$ cat src/rtl/ascon_hash_pkg.sv
// ---------------------------------------------------------------------------
// ascon_hash_pkg
//   Shared definitions for the Hash core wrappers and the hash_scheduler:
//   scheduler FSM state type, default message/digest widths and a small
//   one-hot helper for the two-requester datapath.
// ---------------------------------------------------------------------------
package ascon_hash_pkg;

  localparam int unsigned HASH_Y_DEFAULT = 40;   // message width (bits)
  localparam int unsigned HASH_L_DEFAULT = 256;  // digest width (bits)

  typedef enum logic [2:0] {
    IDLE,
    START,
    ARM,
    WAIT,
    DELIVER
  } hs_state_t;

  // Requester index (0/1) to one-hot two-bit vector.
  function automatic logic [1:0] onehot2(input logic idx);
    onehot2 = idx ? 2'b10 : 2'b01;
  endfunction

endpackage

$ cat src/rtl/rr_arbiter2.sv
// ---------------------------------------------------------------------------
// rr_arbiter2
//   Two-way round-robin arbiter. Grant is combinational from the request
//   vector; the priority pointer is registered and advanced by the parent
//   once a requester has been served.
//
//   clk        : clock, rising edge
//   rst        : synchronous active-high reset (priority to requester 0)
//   i_req      : request vector, one bit per requester
//   i_update   : a request has completed; advance the pointer
//   i_served   : index of the requester that was just served
//   o_grant    : one-hot grant (all zero when nothing requested)
//   o_grant_id : index of the granted requester (0 when nothing requested)
// ---------------------------------------------------------------------------
module rr_arbiter2
  import ascon_hash_pkg::*;
(
  input  logic       clk,
  input  logic       rst,
  input  logic [1:0] i_req,
  input  logic       i_update,
  input  logic       i_served,
  output logic [1:0] o_grant,
  output logic       o_grant_id
);

  // r_prio holds the requester that wins the next tie, i.e. the one that
  // was NOT served last. Resetting it to 0 gives requester 0 the first tie.
  logic r_prio;

  always_ff @(posedge clk) begin
    if (rst) begin
      r_prio <= 1'b0;
    end else if (i_update) begin
      r_prio <= ~i_served;
    end
  end

  always_comb begin
    o_grant_id = 1'b0;
    o_grant    = '0;
    case (i_req)
      2'b01:   o_grant_id = 1'b0;
      2'b10:   o_grant_id = 1'b1;
      2'b11:   o_grant_id = r_prio;
      default: o_grant_id = 1'b0;
    endcase
    if (|i_req) begin
      o_grant = onehot2(o_grant_id);
    end
  end

endmodule

$ cat src/rtl/hash_scheduler.sv
// ---------------------------------------------------------------------------
// hash_scheduler
//   Shares one Hash core between two requesters. Accepts a request in IDLE
//   (round-robin on contention), starts the core, waits for completion with
//   a bounded timeout and hands the digest back to the granted requester.
//
//   clk, rst      : clock (rising edge), synchronous active-high reset
//   req_valid[1:0]: per-requester hash request
//   req_msg0/1    : message of requester 0 / 1 (Y bits)
//   req_ready[1:0]: one-cycle accept pulse to the granted requester
//   rsp_valid[1:0]: digest available for the granted requester
//   rsp_ready[1:0]: requester consumes the digest
//   rsp_digest    : digest of the served request (L bits)
//   err           : sticky core-timeout flag, cleared only by reset
//   core_message  : message presented to the Hash core
//   core_start    : one-cycle start pulse to the Hash core
//   core_ready    : Hash core done (level)
//   core_digest   : Hash core digest
// ---------------------------------------------------------------------------
module hash_scheduler
  import ascon_hash_pkg::*;
#(
  parameter int unsigned Y       = HASH_Y_DEFAULT,
  parameter int unsigned L       = HASH_L_DEFAULT,
  parameter int unsigned TIMEOUT = 4095
) (
  input  logic         clk,
  input  logic         rst,
  input  logic [1:0]   req_valid,
  input  logic [Y-1:0] req_msg0,
  input  logic [Y-1:0] req_msg1,
  output logic [1:0]   req_ready,
  output logic [1:0]   rsp_valid,
  input  logic [1:0]   rsp_ready,
  output logic [L-1:0] rsp_digest,
  output logic         err,
  output logic [Y-1:0] core_message,
  output logic         core_start,
  input  logic         core_ready,
  input  logic [L-1:0] core_digest
);

  localparam int unsigned   CW      = (TIMEOUT < 1) ? 1 : $clog2(TIMEOUT + 1);
  localparam logic [CW-1:0] CNT_MAX = CW'(TIMEOUT);

  hs_state_t     r_state;
  hs_state_t     w_state_nxt;
  logic          r_gnt;        // requester owning the current transaction
  logic [CW-1:0] r_cnt;        // WAIT cycles without completion

  logic [1:0]    w_arb_grant;
  logic          w_arb_id;
  logic          w_served;
  logic          w_capture;
  logic          w_timeout;

  rr_arbiter2 u_arb (
    .clk        (clk),
    .rst        (rst),
    .i_req      (req_valid),
    .i_update   (w_served),
    .i_served   (r_gnt),
    .o_grant    (w_arb_grant),
    .o_grant_id (w_arb_id)
  );

  always_comb begin
    w_state_nxt = r_state;
    w_served    = 1'b0;
    w_capture   = 1'b0;
    w_timeout   = 1'b0;
    req_ready   = '0;
    rsp_valid   = '0;
    core_start  = 1'b0;

    case (r_state)
      IDLE: begin
        // Gated by rst so no accept is signalled in a cycle that reset discards.
        if (!rst) begin
          req_ready = w_arb_grant;
        end
        if (|req_valid) begin
          w_state_nxt = START;
        end
      end
      START: begin
        core_start  = 1'b1;
        w_state_nxt = ARM;
      end
      ARM: begin
        // core_ready may still be high from the previous hash; skip it.
        w_state_nxt = WAIT;
      end
      WAIT: begin
        // Completion takes precedence over an expiring timeout.
        if (core_ready) begin
          w_capture   = 1'b1;
          w_state_nxt = DELIVER;
        end else if (r_cnt == CNT_MAX) begin
          w_timeout   = 1'b1;
          w_served    = 1'b1;
          w_state_nxt = IDLE;
        end
      end
      DELIVER: begin
        rsp_valid = onehot2(r_gnt);
        if (rsp_ready[r_gnt]) begin
          w_served    = 1'b1;
          w_state_nxt = IDLE;
        end
      end
      default: w_state_nxt = IDLE;
    endcase
  end

  always_ff @(posedge clk) begin
    if (rst) begin
      r_state      <= IDLE;
      r_gnt        <= 1'b0;
      r_cnt        <= '0;
      rsp_digest   <= '0;
      err          <= 1'b0;
      core_message <= '0;
    end else begin
      r_state <= w_state_nxt;

      if ((r_state == IDLE) && (|req_valid)) begin
        r_gnt        <= w_arb_id;
        core_message <= w_arb_id ? req_msg1 : req_msg0;
      end

      if (r_state == START) begin
        r_cnt <= '0;
      end else if ((r_state == WAIT) && !core_ready && (r_cnt != CNT_MAX)) begin
        r_cnt <= r_cnt + 1'b1;
      end

      if (w_capture) begin
        rsp_digest <= core_digest;
      end

      if (w_timeout) begin
        err <= 1'b1;
      end
    end
  end

endmodule

$ cat config.mk
export PLATFORM = sky130hd
export DESIGN_NAME = hash_scheduler
export DESIGN_NICKNAME = d
export VERILOG_FILES = /design/src/rtl/ascon_hash_pkg.sv /design/src/rtl/rr_arbiter2.sv /design/src/rtl/hash_scheduler.sv
export SDC_FILE = /design/constraint.sdc
export NUM_CORES = 1
export LEC_CHECK = 0
export CORE_AREA = 5 5 246 248
export DETAILED_ROUTE_END_ITERATION = 10
export DIE_AREA = 0 0 251 253
export PLACE_DENSITY_LB_ADDON = 0.2
export SLEW_MARGIN = 20
export SYNTH_ARGS = -nofsm -noshare
export SYNTH_HDL_FRONTEND = slang
export SYNTH_SLANG_ARGS = --single-unit
$ cat constraint.sdc
create_clock -name clk -period 1.9 [get_ports clk]
set_input_delay 0.38 -clock clk [delete_from_list [all_inputs] [get_ports clk]]
set_output_delay 0.38 -clock clk [all_outputs]
set_load 0.05 [all_outputs]
==> results of run 1 <==
==> logic make-up after synthesis <==
| kind of cell | count (synthesis) | synth area share |
|---|---|---|
| multiplexers | 43 | 0.0379 |
| XOR/XNOR | 1 | 0.000768 |
| AND/OR/NAND/NOR | 614 | 0.214 |
| adder cells (fa/ha/maj) | 1 | 0.00110 |
| buffers and inverters | 112 | 0.0423 |
| flip-flops | 314 | 0.551 |
| AO/OA/AOI/OAI | 323 | 0.153 |
==> per-stage QoR <==
stage	hold WS (ps)	instances	TNS [ps]	area (sq um)	power, W
after floorplan	461	1408	0	11400	0.00885
after global placement	441	2780	-8010	18700	0.0105
after detailed placement	446	2780	-11170	18700	0.0105
after CTS	77.4	2850	-830	19900	0.0179
after global routing	103	2851	-872	19900	0.0183
final	121	2853	-567	19900	0.0175
==> Yosys cell counts (2+ instances only) <==
library cell | n | area, sq um
nand2_1 | 520 | 1950
dfxtp_1 | 314 | 6290
a21oi_1 | 267 | 1340
clkbuf_1 | 68 | 255
nor2_1 | 51 | 191
mux2i_1 | 42 | 420
a211oi_1 | 40 | 300
buf_2 | 37 | 185
nand3_1 | 6 | 30.0
nor3_1 | 5 | 25.0
o21ai_0 | 5 | 25.0
or3_1 | 5 | 31.3
inv_1 | 4 | 15.0
nor4_1 | 4 | 25.0
a31oi_1 | 3 | 18.8
and3_1 | 3 | 18.8
nand2b_1 | 3 | 18.8
nand4_1 | 3 | 18.8
or4_1 | 3 | 22.5
buf_4 | 2 | 15.0
nor2b_1 | 2 | 12.5
nor3b_1 | 2 | 15.0
o21a_1 | 2 | 15.0
o31ai_1 | 2 | 15.0
==> worst max-delay path by stage <==
stage / start / end / slack, ps / cells after the start
3_5_place_dp: req_valid[1] / req_ready[1] / -230 / 5
6_report: req_valid[0] / req_ready[0] / -220 / 6
3_3_place_gp: req_valid[1] / req_ready[1] / -230 / 5
2_1_floorplan: r_state[1]$_SDFFE_PP0P_ / r_cnt[10]$_SDFFE_PP0P_ / 20 / 6
5_1_grt: r_state[0]$_SDFFE_PP0P_ / req_ready[0] / -290 / 4
4_1_cts: r_state[1]$_SDFFE_PP0P_ / req_ready[0] / -280 / 4
==> worst reg2reg max path, delay by kind of cell, from the launching register on <==
kind / cells / cell delay (ps)
buf+inv: 3 / 580
simple gates: 3 / 580
flops: 1 / 370
compound gates: 1 / 130
==> layout by cell type (no fill, tap or decap), drive strengths merged, types with 6 or more instances in the layout <==
master / n
a21oi: 267
nor2: 51
dlygate4sd2: 88
buf: 283
clkbuf: 57
nand2: 520
nand3: 6
a211oi: 40
mux2i: 42
clkinv: 6
dfxtp: 314
o21ai: 6
clkdlybuf4s50: 341
==> state kept, by name, indices dropped and copies added, names as in the netlist <==
register	count
u_arb.r_prio	1
r_gnt	1
r_cnt	12
r_state	3
rsp_digest	256
err	1
core_message	40
==> metal layers <==
layer | vias up | track usage
met5 | - | 0
met4 | 2 | 0.0472
met3 | 82 | 0.0508
met2 | 443 | 0.241
met1 | 5409 | 0.164
li1 | 5941 | -
==> layout make-up <==
cell class / instances / area (sq um)
Clock inverter: 9 / 98.8
Timing Repair Buffer: 712 / 6730
Clock buffer: 57 / 1110
Sequential cell: 314 / 6300
Antenna cell: 2 / 5.00
Multi-Input combinational cell: 982 / 4710
Inverter: 4 / 15.0
Fill cell: 6081 / 38300
Tap cell: 773 / 967
==> what timing repair did <==
| action | CTS | global route |
|---|---|---|
| buffers inserted | 4 | 1 |
| gates resized for setup | 101 | 5 |
| cloned | 0 | 0 |
| endpoints found under the setup margin | 93 | 5 |
| pin swaps | 4 | 4 |
==> report_power, final <==
| group | switching, W | internal, W |
|---|---|---|
| combinational | 0.00190 | 0.00142 |
| sequential | 0.000166 | 0.00687 |
| clock | 0.00287 | 0.00431 |
| total | 0.00493 | 0.0126 |
==> metrics.cfg, run 1 <==
[power]
cellLeakagePower_nw=7.99
power_density_mw_per_mm2=879
vdd_drop_max_mv=0.525

[sta]
max_freq_ghz=0.473
timing.final.max_slew_violations=0
slew_headroom=0.551
fin_skew_ps=15.6
fin_crit_ps=2120
worst_slack_ps=-216
worst_pin_slew_ps=673
setup_viol=4
rsz0062_at_grt=true
hold_viol=0
fin_crit_sh=1.11

[clock_tree]
cts_sinks=314
cts-root-buf=clkbuf_16
worst_skew_pair.late_latency_ps=540
cts_hold_buffers=0
clock_path_buffers=3
clk_pin_slew_worst_paths_ps=50
cts-buffers-inserted=39
cts-htree-levels=2
cts_tree=done

[worst_hold_path]
min_path_type=input port to flop
hold_end=r_state[2]$_SDFFE_PP0P_
worstHoldStart=rst
hold_path_depth=2

[global_routing]
grt_first_pass_wirelength_um=70900
grt_pass1_vias=11800
gr-total-overflow=0
grtUsageTotal=0.141
antenna_found_initial=1
grt_max_degree=119

[drt]
wl_um=48200
dr_wl_met3_um=4010
vias=11900
highest-signal-layer=met5
vias_per_cell=4.16
dr_wl_met2_um=23400
drc=0
postRouteAntennaNets=0
wl_met1_um=19300
drtPass1Iterations=5
wl_per_cell_um=16.9
drt_iter0_markers=407

[synth]
async_flop_share=0
synth-seq-cells=314
yosys_warnings=0
synthFlopType=dfxtp_1
synthDistinctLibCells=39
synth.avg_cell_area_sq_um=8.10
synth-edff-count=0
netlist_instances=1408
synth_nets=1752
ys_seq_area_frac=0.551
synthesis.area_sq_mm=0.0114

[die]
initial_core_util=0.196
dieArea_sq_mm=0.0635
die_w_um=251
core_sq_mm=0.0582
die_y_um=253
ios=645
row_count=89

[cells_and_area]
postLayoutCoreUtil=0.342
drive_above_1_share=0.172
syn2layout_area_growth_pct=74.9
final_nets=2397

[critical_path]
crit_slowest_cell=clkdlybuf4s50_1
endpoint_kind=output pin
critical_path.max_stage_delay_ps=500
path_cells=clkdlybuf4s50_1, inv_1, o21ai_4, buf_4, and3b_2, buf_12
critPathTopFamily=buffers and inverters
reg2reg_setup_slack_ps=150
crit_buf_inv=4
start_kind=input port
cp.arrival_ps=1740
worst_r2r_endpoint=rsp_digest[217]$_SDFFE_PP0P_
r2r_cells=7
crit_type=input port to output pin
cp.required_ps=1520
worstPathMaxFanout=10
reg2reg_from=r_state[0]$_SDFFE_PP0P_

[run_status]
status=complete, but fails checks
violations=negative setup slack

[placed_design]
dp_hpwl_um=36500
place_ws_ps=-233
portBuffers=644
place.gp.congestion=0.840

[run]
cap_violations=0

(Power assumes the default switching activity.)
==> inputs of run 2 (changes only) <==
Settings changed: CTS_CLUSTER_DIAMETER from default to 120.
==> results of run 2 <==
The final DEF is identical to that of run 1; final timing and power are the same.
